==> config.mk <==
export PLATFORM = sky130hd
export DESIGN_NAME = ps2_key_event_decoder
export DESIGN_NICKNAME = d
export VERILOG_FILES = /design/src/rtl/ps2_key_event_decoder.sv
export SDC_FILE = /design/constraint.sdc
export NUM_CORES = 1
export LEC_CHECK = 0
export CORE_AREA = 4 4 83 85
export DETAILED_ROUTE_END_ITERATION = 10
export DIE_AREA = 0 0 87 89
export GPL_TIMING_DRIVEN = 0
export PLACE_DENSITY_LB_ADDON = 0.1
export SLEW_MARGIN = 0
export SYNTH_ARGS = -nofsm -noshare
export SYNTH_HDL_FRONTEND = slang
export SYNTH_SLANG_ARGS = --single-unit
export TNS_END_PERCENT = 1
==> constraint.sdc <==
create_clock -name clk -period 6 [get_ports clk]
set_clock_uncertainty 0.1 [all_clocks]
set_input_delay 1.5 -clock clk [delete_from_list [all_inputs] [get_ports clk]]
set_output_delay 1.5 -clock clk [all_outputs]
set_load 0.05 [all_outputs]
==> src/rtl/ps2_key_event_decoder.sv <==
// ps2_key_event_decoder: PS/2 set-2 scancode bytes -> classified key events.
// Parses the E0/F0 prefixes, suppresses typematic repeats of the held key, and
// queues digit/Enter/Backspace events in a show-ahead FIFO read by valid/ready.
// Optional feature macro: PS2_NUMPAD_EN (keypad digits and keypad Enter).
module ps2_key_event_decoder #(
  parameter int FIFO_DEPTH = 4,
  parameter int FIFO_AW    = 2
) (
  input  logic       clk,
  input  logic       rst,
  input  logic [7:0] rx_byte,
  input  logic       rx_valid,
  input  logic       rx_err,
  input  logic       evt_ready,
  input  logic       ovf_clr,
  output logic       evt_valid,
  output logic [3:0] evt_code,
  output logic       evt_full,
  output logic       key_held,
  output logic       ovf_sticky
);

  typedef enum logic [1:0] {IDLE, EXT, BRK, EXTBRK} state_t;

  state_t             state, state_next;
  logic [7:0]         held_code;
  logic               held_ext;
  logic               push_req;
  logic [3:0]         push_code;
  logic               hold_set;
  logic               hold_ext_next;
  logic               hold_clr;
  logic [4:0]         cls;
  logic               pop;
  logic               do_push;
  logic               drop;
  logic [3:0]         mem [FIFO_DEPTH];
  logic [FIFO_AW-1:0] wr_ptr, rd_ptr;
  logic [FIFO_AW:0]   count;

  // Result is {hit, class}; hit=0 means the key is not one we report.
  function automatic logic [4:0] classify(input logic [7:0] code, input logic ext);
    logic [4:0] r;
    r = 5'd0;
    if (!ext) begin
      case (code)
        8'h45: r = {1'b1, 4'd0};
        8'h16: r = {1'b1, 4'd1};
        8'h1E: r = {1'b1, 4'd2};
        8'h26: r = {1'b1, 4'd3};
        8'h25: r = {1'b1, 4'd4};
        8'h2E: r = {1'b1, 4'd5};
        8'h36: r = {1'b1, 4'd6};
        8'h3D: r = {1'b1, 4'd7};
        8'h3E: r = {1'b1, 4'd8};
        8'h46: r = {1'b1, 4'd9};
        8'h5A: r = {1'b1, 4'd10};
        8'h66: r = {1'b1, 4'd11};
`ifdef PS2_NUMPAD_EN
        8'h70: r = {1'b1, 4'd0};
        8'h69: r = {1'b1, 4'd1};
        8'h72: r = {1'b1, 4'd2};
        8'h7A: r = {1'b1, 4'd3};
        8'h6B: r = {1'b1, 4'd4};
        8'h73: r = {1'b1, 4'd5};
        8'h74: r = {1'b1, 4'd6};
        8'h6C: r = {1'b1, 4'd7};
        8'h75: r = {1'b1, 4'd8};
        8'h7D: r = {1'b1, 4'd9};
`endif
        default: r = 5'd0;
      endcase
    end else begin
`ifdef PS2_NUMPAD_EN
      if (code == 8'h5A) r = {1'b1, 4'd10};
`else
      r = 5'd0;
`endif
    end
    return r;
  endfunction

  // Prefix state register; a reset mid-prefix restarts parsing from IDLE.
  always_ff @(posedge clk or negedge rst) begin
    if (!rst) state <= IDLE;
    else      state <= state_next;
  end

  // Next state plus make/break decisions for the byte being accepted.
  always_comb begin
    state_next    = state;
    push_req      = 1'b0;
    push_code     = 4'd0;
    hold_set      = 1'b0;
    hold_ext_next = 1'b0;
    hold_clr      = 1'b0;
    cls           = classify(rx_byte, state == EXT);
    if (rx_err) begin
      state_next = IDLE;
      hold_clr   = 1'b1;
    end else if (rx_valid) begin
      case (state)
        IDLE, EXT: begin
          if (state == IDLE && rx_byte == 8'hE0) begin
            state_next = EXT;
          end else if (rx_byte == 8'hF0) begin
            state_next = (state == IDLE) ? BRK : EXTBRK;
          end else begin
            state_next = IDLE;
            // Same key still down means the keyboard is auto-repeating.
            if (cls[4] && !(key_held && held_code == rx_byte && held_ext == (state == EXT))) begin
              push_req      = 1'b1;
              push_code     = cls[3:0];
              hold_set      = 1'b1;
              hold_ext_next = (state == EXT);
            end
          end
        end
        BRK, EXTBRK: begin
          state_next = IDLE;
          if (held_code == rx_byte && held_ext == (state == EXTBRK)) hold_clr = 1'b1;
        end
        default: state_next = IDLE;
      endcase
    end
  end

  // Held-key tracking used for repeat suppression and key_held.
  always_ff @(posedge clk or negedge rst) begin
    if (!rst) begin
      key_held  <= 1'b0;
      held_code <= 8'h00;
      held_ext  <= 1'b0;
    end else if (hold_clr) begin
      key_held  <= 1'b0;
    end else if (hold_set) begin
      key_held  <= 1'b1;
      held_code <= rx_byte;
      held_ext  <= hold_ext_next;
    end
  end

  assign pop     = evt_valid && evt_ready;
  assign do_push = push_req && (!evt_full || pop);
  assign drop    = push_req && evt_full && !pop;

  // FIFO pointers, occupancy and overflow flag; a full FIFO still accepts when popping.
  always_ff @(posedge clk or negedge rst) begin
    if (!rst) begin
      wr_ptr     <= '0;
      rd_ptr     <= '0;
      count      <= '0;
      ovf_sticky <= 1'b0;
    end else begin
      if (do_push) wr_ptr <= wr_ptr + 1'b1;
      if (pop)     rd_ptr <= rd_ptr + 1'b1;
      if (do_push && !pop)      count <= count + 1'b1;
      else if (pop && !do_push) count <= count - 1'b1;
      if (drop)         ovf_sticky <= 1'b1;
      else if (ovf_clr) ovf_sticky <= 1'b0;
    end
  end

  // Event storage; contents only matter behind a valid count.
  always_ff @(posedge clk) begin
    if (do_push) mem[wr_ptr] <= push_code;
  end

  assign evt_valid = (count != '0);
  assign evt_full  = (count == (FIFO_AW+1)'(FIFO_DEPTH));
  assign evt_code  = evt_valid ? mem[rd_ptr] : 4'd0;

endmodule

Yosys cells after proc, flatten, opt, wreduce, memory -nomap -nowiden
Memory sizes are Yosys's and may differ from the RTL's.
Index checks and enable logic that the tools add are counted.
{ "op_classes": {"n_addsub": 4, "eq_ne": 21, "mux": 39, "bitwise": 1, "n_reduce_logical": 25} }
{ "op_table": {"columns": ["cell", "n"], "rows": [
  ["5-bit case mux with 12 select lines", 1],
  ["8-bit by 6-bit equality test with 1-bit output (second input constant)", 6],
  ["8-bit by 7-bit equality test with 1-bit output (second input constant)", 4],
  ["4-bit two-way mux", 7],
  ["1-bit two-way mux", 23],
  ["8-bit by 5-bit equality test with 1-bit output (second input constant)", 2],
  ["8-bit equality test (second input constant)", 2],
  ["1-bit logical AND", 11],
  ["8-bit equality test", 1],
  ["2-bit two-way mux", 4],
  ["2-bit nonzero test", 4],
  ["3-bit two-way mux", 2],
  ["5-bit two-way mux", 1],
  ["2-bit by 1-bit adder with 2-bit output (second input constant)", 2],
  ["2-bit equality test (second input constant)", 2],
  ["1-bit logical NOT", 4],
  ["2-bit case mux with 2 select lines", 1],
  ["2-bit OR reduction", 2],
  ["3-bit by 1-bit adder with 3-bit output (second input constant)", 1],
  ["3-bit equality test (second input constant)", 1],
  ["3-bit nonzero test", 1],
  ["3-bit by 1-bit subtractor with 3-bit output (second input constant)", 1],
  ["1-bit equality test", 2],
  ["2-bit by 1-bit equality test with 1-bit output (second input constant)", 1],
  ["4 further kinds", 4]
]} }
{ "totals": {"regBits": 20, "ram_bits": 16, "in_bits": 14, "output_inout_bits": 8, "n_memories": 1} }
{ "mem_list": {"columns": ["memory", "words", "word_bits", "read_ports", "rd_clocked_by_memory_dff", "write_ports", "line", "rtl"], "rows": [
  ["mem", 4, 4, 1, 0, 1, "37", "logic [3:0] mem [FIFO_DEPTH];"]
]} }

Logic depth before layout (Yosys ltp)
{ "depth": {"ltp_word": 16, "depth_mapped": 12} }

Least setup slack after synthesis
Ideal clock, no wire load.
{ "synth_timing": {"path_type": "input to register", "start": "input rx_byte[5]", "end": "register count[2]", "setup_time_ps": 79, "arrival_time_ps": 3526, "required_ps": 5821, "setup_slack_ps": 2295, "stages": 12, "cell_sequence": "buf_2 nand2b_1 nor3_1 nor4_4 o311ai_4 a21oi_4 ha_1 inv_1 fa_1 xor2_1 nor2_1 xor2_1"} }
{ "synth_between": {"elab_chain_cells": 15, "elab_cells_between_ends": 34, "classes_between": "eq/ne (15); mux (9); reduce/logical (10)"} }
{ "synth_lines": {"columns": ["element", "line", "rtl"], "rows": [
  ["from (decl)", "11", "input logic [7:0] rx_byte,"],
  ["parallel branches: the longest is 7 deep, another holds 5-bit case mux with 12 select lines", null, null],
  ["1-bit two-way mux (*)", "104", "if (state == IDLE && rx_byte == 8'hE0) begin"],
  ["1-bit two-way mux (*)", "102", "case (state)"],
  ["1-bit two-way mux (*)", "101", "end else if (rx_valid) begin"],
  ["1-bit two-way mux (*)", "98", "if (rx_err) begin"],
  ["1-bit logical AND (*)", "144", "assign do_push = push_req && (!evt_full || pop);"],
  ["named net do_push", "35", "logic do_push;"],
  ["1-bit logical NOT", "158", "else if (pop && !do_push) count <= count - 1'b1;"],
  ["1-bit logical AND", "158", null],
  ["2-bit nonzero test (no source line)", null, null],
  ["to (signal assigned)", "157", "if (do_push && !pop) count <= count + 1'b1;"],
  ["to (signal assigned)", "158", null],
  ["to (decl)", "39", "logic [FIFO_AW:0] count;"]
]} }
Mark *: on every way through the listed nets, which the timed path passes.
A chain may end at the register's enable or synchronous reset.

Final worst setup path
{ "layout_timing": {"start": "input rx_byte[2]", "end": "register count[2]"} }
Same word-level chain as after synthesis.

==> results.py <==
metrics = {
    "run_status": {
        "status": "completed",
    },
    "clock_tree": {
        "ctsResizeCount": 0,
        "cts_setup_buffers": 0,
        "cts.sinks": 36,
        "hold_buffers": 0,
        "worstSkewPairLatency_ps": 290,
        "cts.path.max_buffers": 2,
        "htreeDepth": 2,
        "cts_tree": "yes",
        "clock-root-buffer": "clkbuf_8",
        "clkTransAtPathRegs_ps": 70,
        "numCtsBuffers": 5,
    },
    "setup_path": {
        "critical_path.max_fanout": 10,
        "cp-end-kind": "flop",
        "max_stage_delay_ps": 490,
        "crit_path_frequent_cell": "xor2_1",
        "cp_num_buf_inv": 3,
        "cp-start-kind": "input pin",
        "cp_cell_sequence": "clkdlybuf4s50_1 > buf_4 > nand3b_1 > nor3_1 > nor4_4 > o311ai_4 > a21oi_4 > ha_1 > inv_1 > fa_1 > xor2_1 > nor2_1 > xor2_1",
        "required_ps": 6110,
        "cpLargestDelayFamily": "buffers and inverters",
        "worstSetupPathType": "in2reg",
        "cp_slowest_cell": "clkdlybuf4s50_1",
        "cp.arrival_ps": 4310,
    },
    "sta": {
        "setup_viol": 0,
        "finalSetupTns_ps": 0,
        "report.final.slew_viol_count": 0,
        "finalHoldWorstSlack_ps": 400,
        "tightest_slew_ps": 929,
        "min_period_ps": 4200,
        "hold_viol": 0,
        "slew_headroom": 0.379,
        "fmax_ghz": 0.238,
        "post-route-period-util": 0.699,
        "rsz0062_at_grt": "no",
    },
    "synthesis": {
        "yosys.area.top_type_share": 0.238,
        "synthArstFlopShare": 0.556,
        "synth.top_cells.by_count": "20 x dfrtp_1, 16 x edfxtp_1, 11 x nand2_1, 11 x nor2_1, 11 x xor2_1",
        "synth_seq_cells": 36,
        "syn-cell-area_mm2": 0.00211,
        "synth_cell_types": 49,
        "synth_flop_cell": "dfrtp_1",
        "synth_most_common_cell": "dfrtp_1",
        "yosys_warnings": 0,
        "synth_cells": 172,
        "synth.avg_cell_area_um2": 12.2,
        "synth_largest_area_cell": "dfrtp_1",
        "synth_edf_count": 16,
        "ys_top_cells_by_area": "dfrtp_1 24%, edfxtp_1 23%, xor2_1 4.6%",
        "yosysSeqAreaShare": 0.466,
        "syn_nets": 192,
    },
    "routing": {
        "ant_nets": 0,
        "vias": 1391,
        "via_per_inst": 5.02,
        "drcViolationCount": 0,
        "drt_iter0_markers": 25,
        "first_pass_iters": 4,
        "drt_wl_total_mm": 4.17,
        "wl_per_cell_um": 15.0,
    },
    "floorplan": {
        "ioPinCount": 22,
        "core_area_mm2": 0.00620,
        "die_x_um": 87,
        "die_area_mm2": 0.00774,
        "die_y_um": 89,
        "initial_core_util": 0.339,
        "fp-row-count": 29,
    },
    "final_layout": {
        "num-fill-cells": 594,
        "final_util": 0.405,
        "layoutNonFillerInstCount": 277,
        "nets": 219,
        "area_growth_pct": 19.4,
        "n_antenna_cell": 0,
        "drive_above_1_share": 0.200,
    },
    "grt": {
        "grt_pass1_wl_mm": 7.04,
        "gr-total-overflow": 0,
        "grt_max_degree": 21,
        "grt_pass1_vias": 1471,
        "grt_use_total": 0.118,
        "antenna_found_initial": 0,
    },
    "place": {
        "hpwlAfterDp_mm": 3.19,
        "placed_cells": 269,
        "place_congestion": 0.844,
        "io_buffer_count": 20,
    },
    "flow_run": {
        "cap_violations": 0,
    },
    "power": {
        "p_leak_nw": 0.984,
        "fin_total_pwr_mw": 0.860,
        "irDropWorstVdd_mv": 0.293,
        "cellPowerDensity_mw_per_mm2": 342,
    },
    "worst_hold_path": {
        "hold_path.class": "reg2reg",
    },
}
[metrics by stage]
| stage | cell area [um^2] | worst slack, ps |
|---|---|---|
| after floorplan | 2110 | 2300 |
| after global placement | 2400 | 1510 |
| after detailed placement | 2400 | 1460 |
| after CTS | 2510 | 1760 |
| after global routing | 2510 | 1650 |
| final | 2510 | 1800 |
[where the power goes]
group,internal (mW),switching (mW),total (mW)
clock network,0.123,0.0893,0.212
logic,0.142,0.181,0.322
registers,0.291,0.0342,0.325
[flip-flops by register name (all words and copies together) (netlist names)]
name and flops:
count 3, held_code 8, held_ext 1, key_held 1
mem 16, ovf_sticky 1, rd_ptr 2, state 2
wr_ptr 2
[worst reg2reg max path, stage by stage (launching register included)]
cell	delay [ps]
dfrtp_1	400
xor2_1	150
nor4_2	400
nand4b_2	200
o311ai_4	180
a21oi_4	110
ha_1	240
inv_1	80
fa_1	420
mux2_2	280
[path summary, 6_finish.rpt]
path | start | to | slack (ps) | depth (start not counted)
setup / recovery | rx_byte[2] | count[2] | 1800 | 13
hold / removal | count[2] | count[2] | 400 | 1
setup reg to reg | held_code[3] | count[1] | 3340 | 9
hold reg to reg | count[2] | count[2] | 400 | 1
max in group asynchronous | rst | held_code[4] | 3600 | 1
min in group asynchronous | rst | held_code[2] | 1630 | 1
[cells in the final DEF, fill, tap and decap left out, types with 4 or more instances in the layout]
cell type and n:
a21oi_1 4, clkdlybuf4s50_1 20, nand3b_1 4, buf_6 4, mux2_2 5, mux4_2 4
xnor2_1 5, nor2b_1 4, mux2_4 4, dfrtp_1 20, nor2_1 11, nand2_1 11
clkbuf_8 5, xor2_1 11, nand3_1 5, edfxtp_1 16, and2_1 10, nand2b_1 4
inv_1 6, ha_1 5
[cell families (layout without fill, tap and decap cells)]
family,count (synthesis),count (layout),share of synthesized area
AO/OA/AOI/OAI,22,22,0.0897
XOR/XNOR,16,16,0.0665
adder cells (fa/ha/maj),6,6,0.0392
buffers and inverters,14,42,0.0416
flip-flops,36,36,0.466
multiplexers,13,13,0.0980
AND/OR/NAND/NOR,65,65,0.199
[metal layers]
layer	part of all wire	track usage	wire (um)
met5	0	0	0
met4	0.021	0.0510	88
met3	0.042	0.0323	176
met2	0.54	0.213	2240
met1	0.40	0.131	1660
[area by class of cell]
type	instances	area, um^2	share of cell area
buffer	8	65.1	0.0259
clock buffer	5	68.8	0.0274
clock inverter	3	42.5	0.0169
inverter	6	22.5	0.00896
multi-input combinational	122	1040	0.413
sequential	36	981	0.390
tap	77	96.3	0.0383
timing repair buffer	20	200	0.0796
Note: power is estimated with default switching activity, not from simulation.
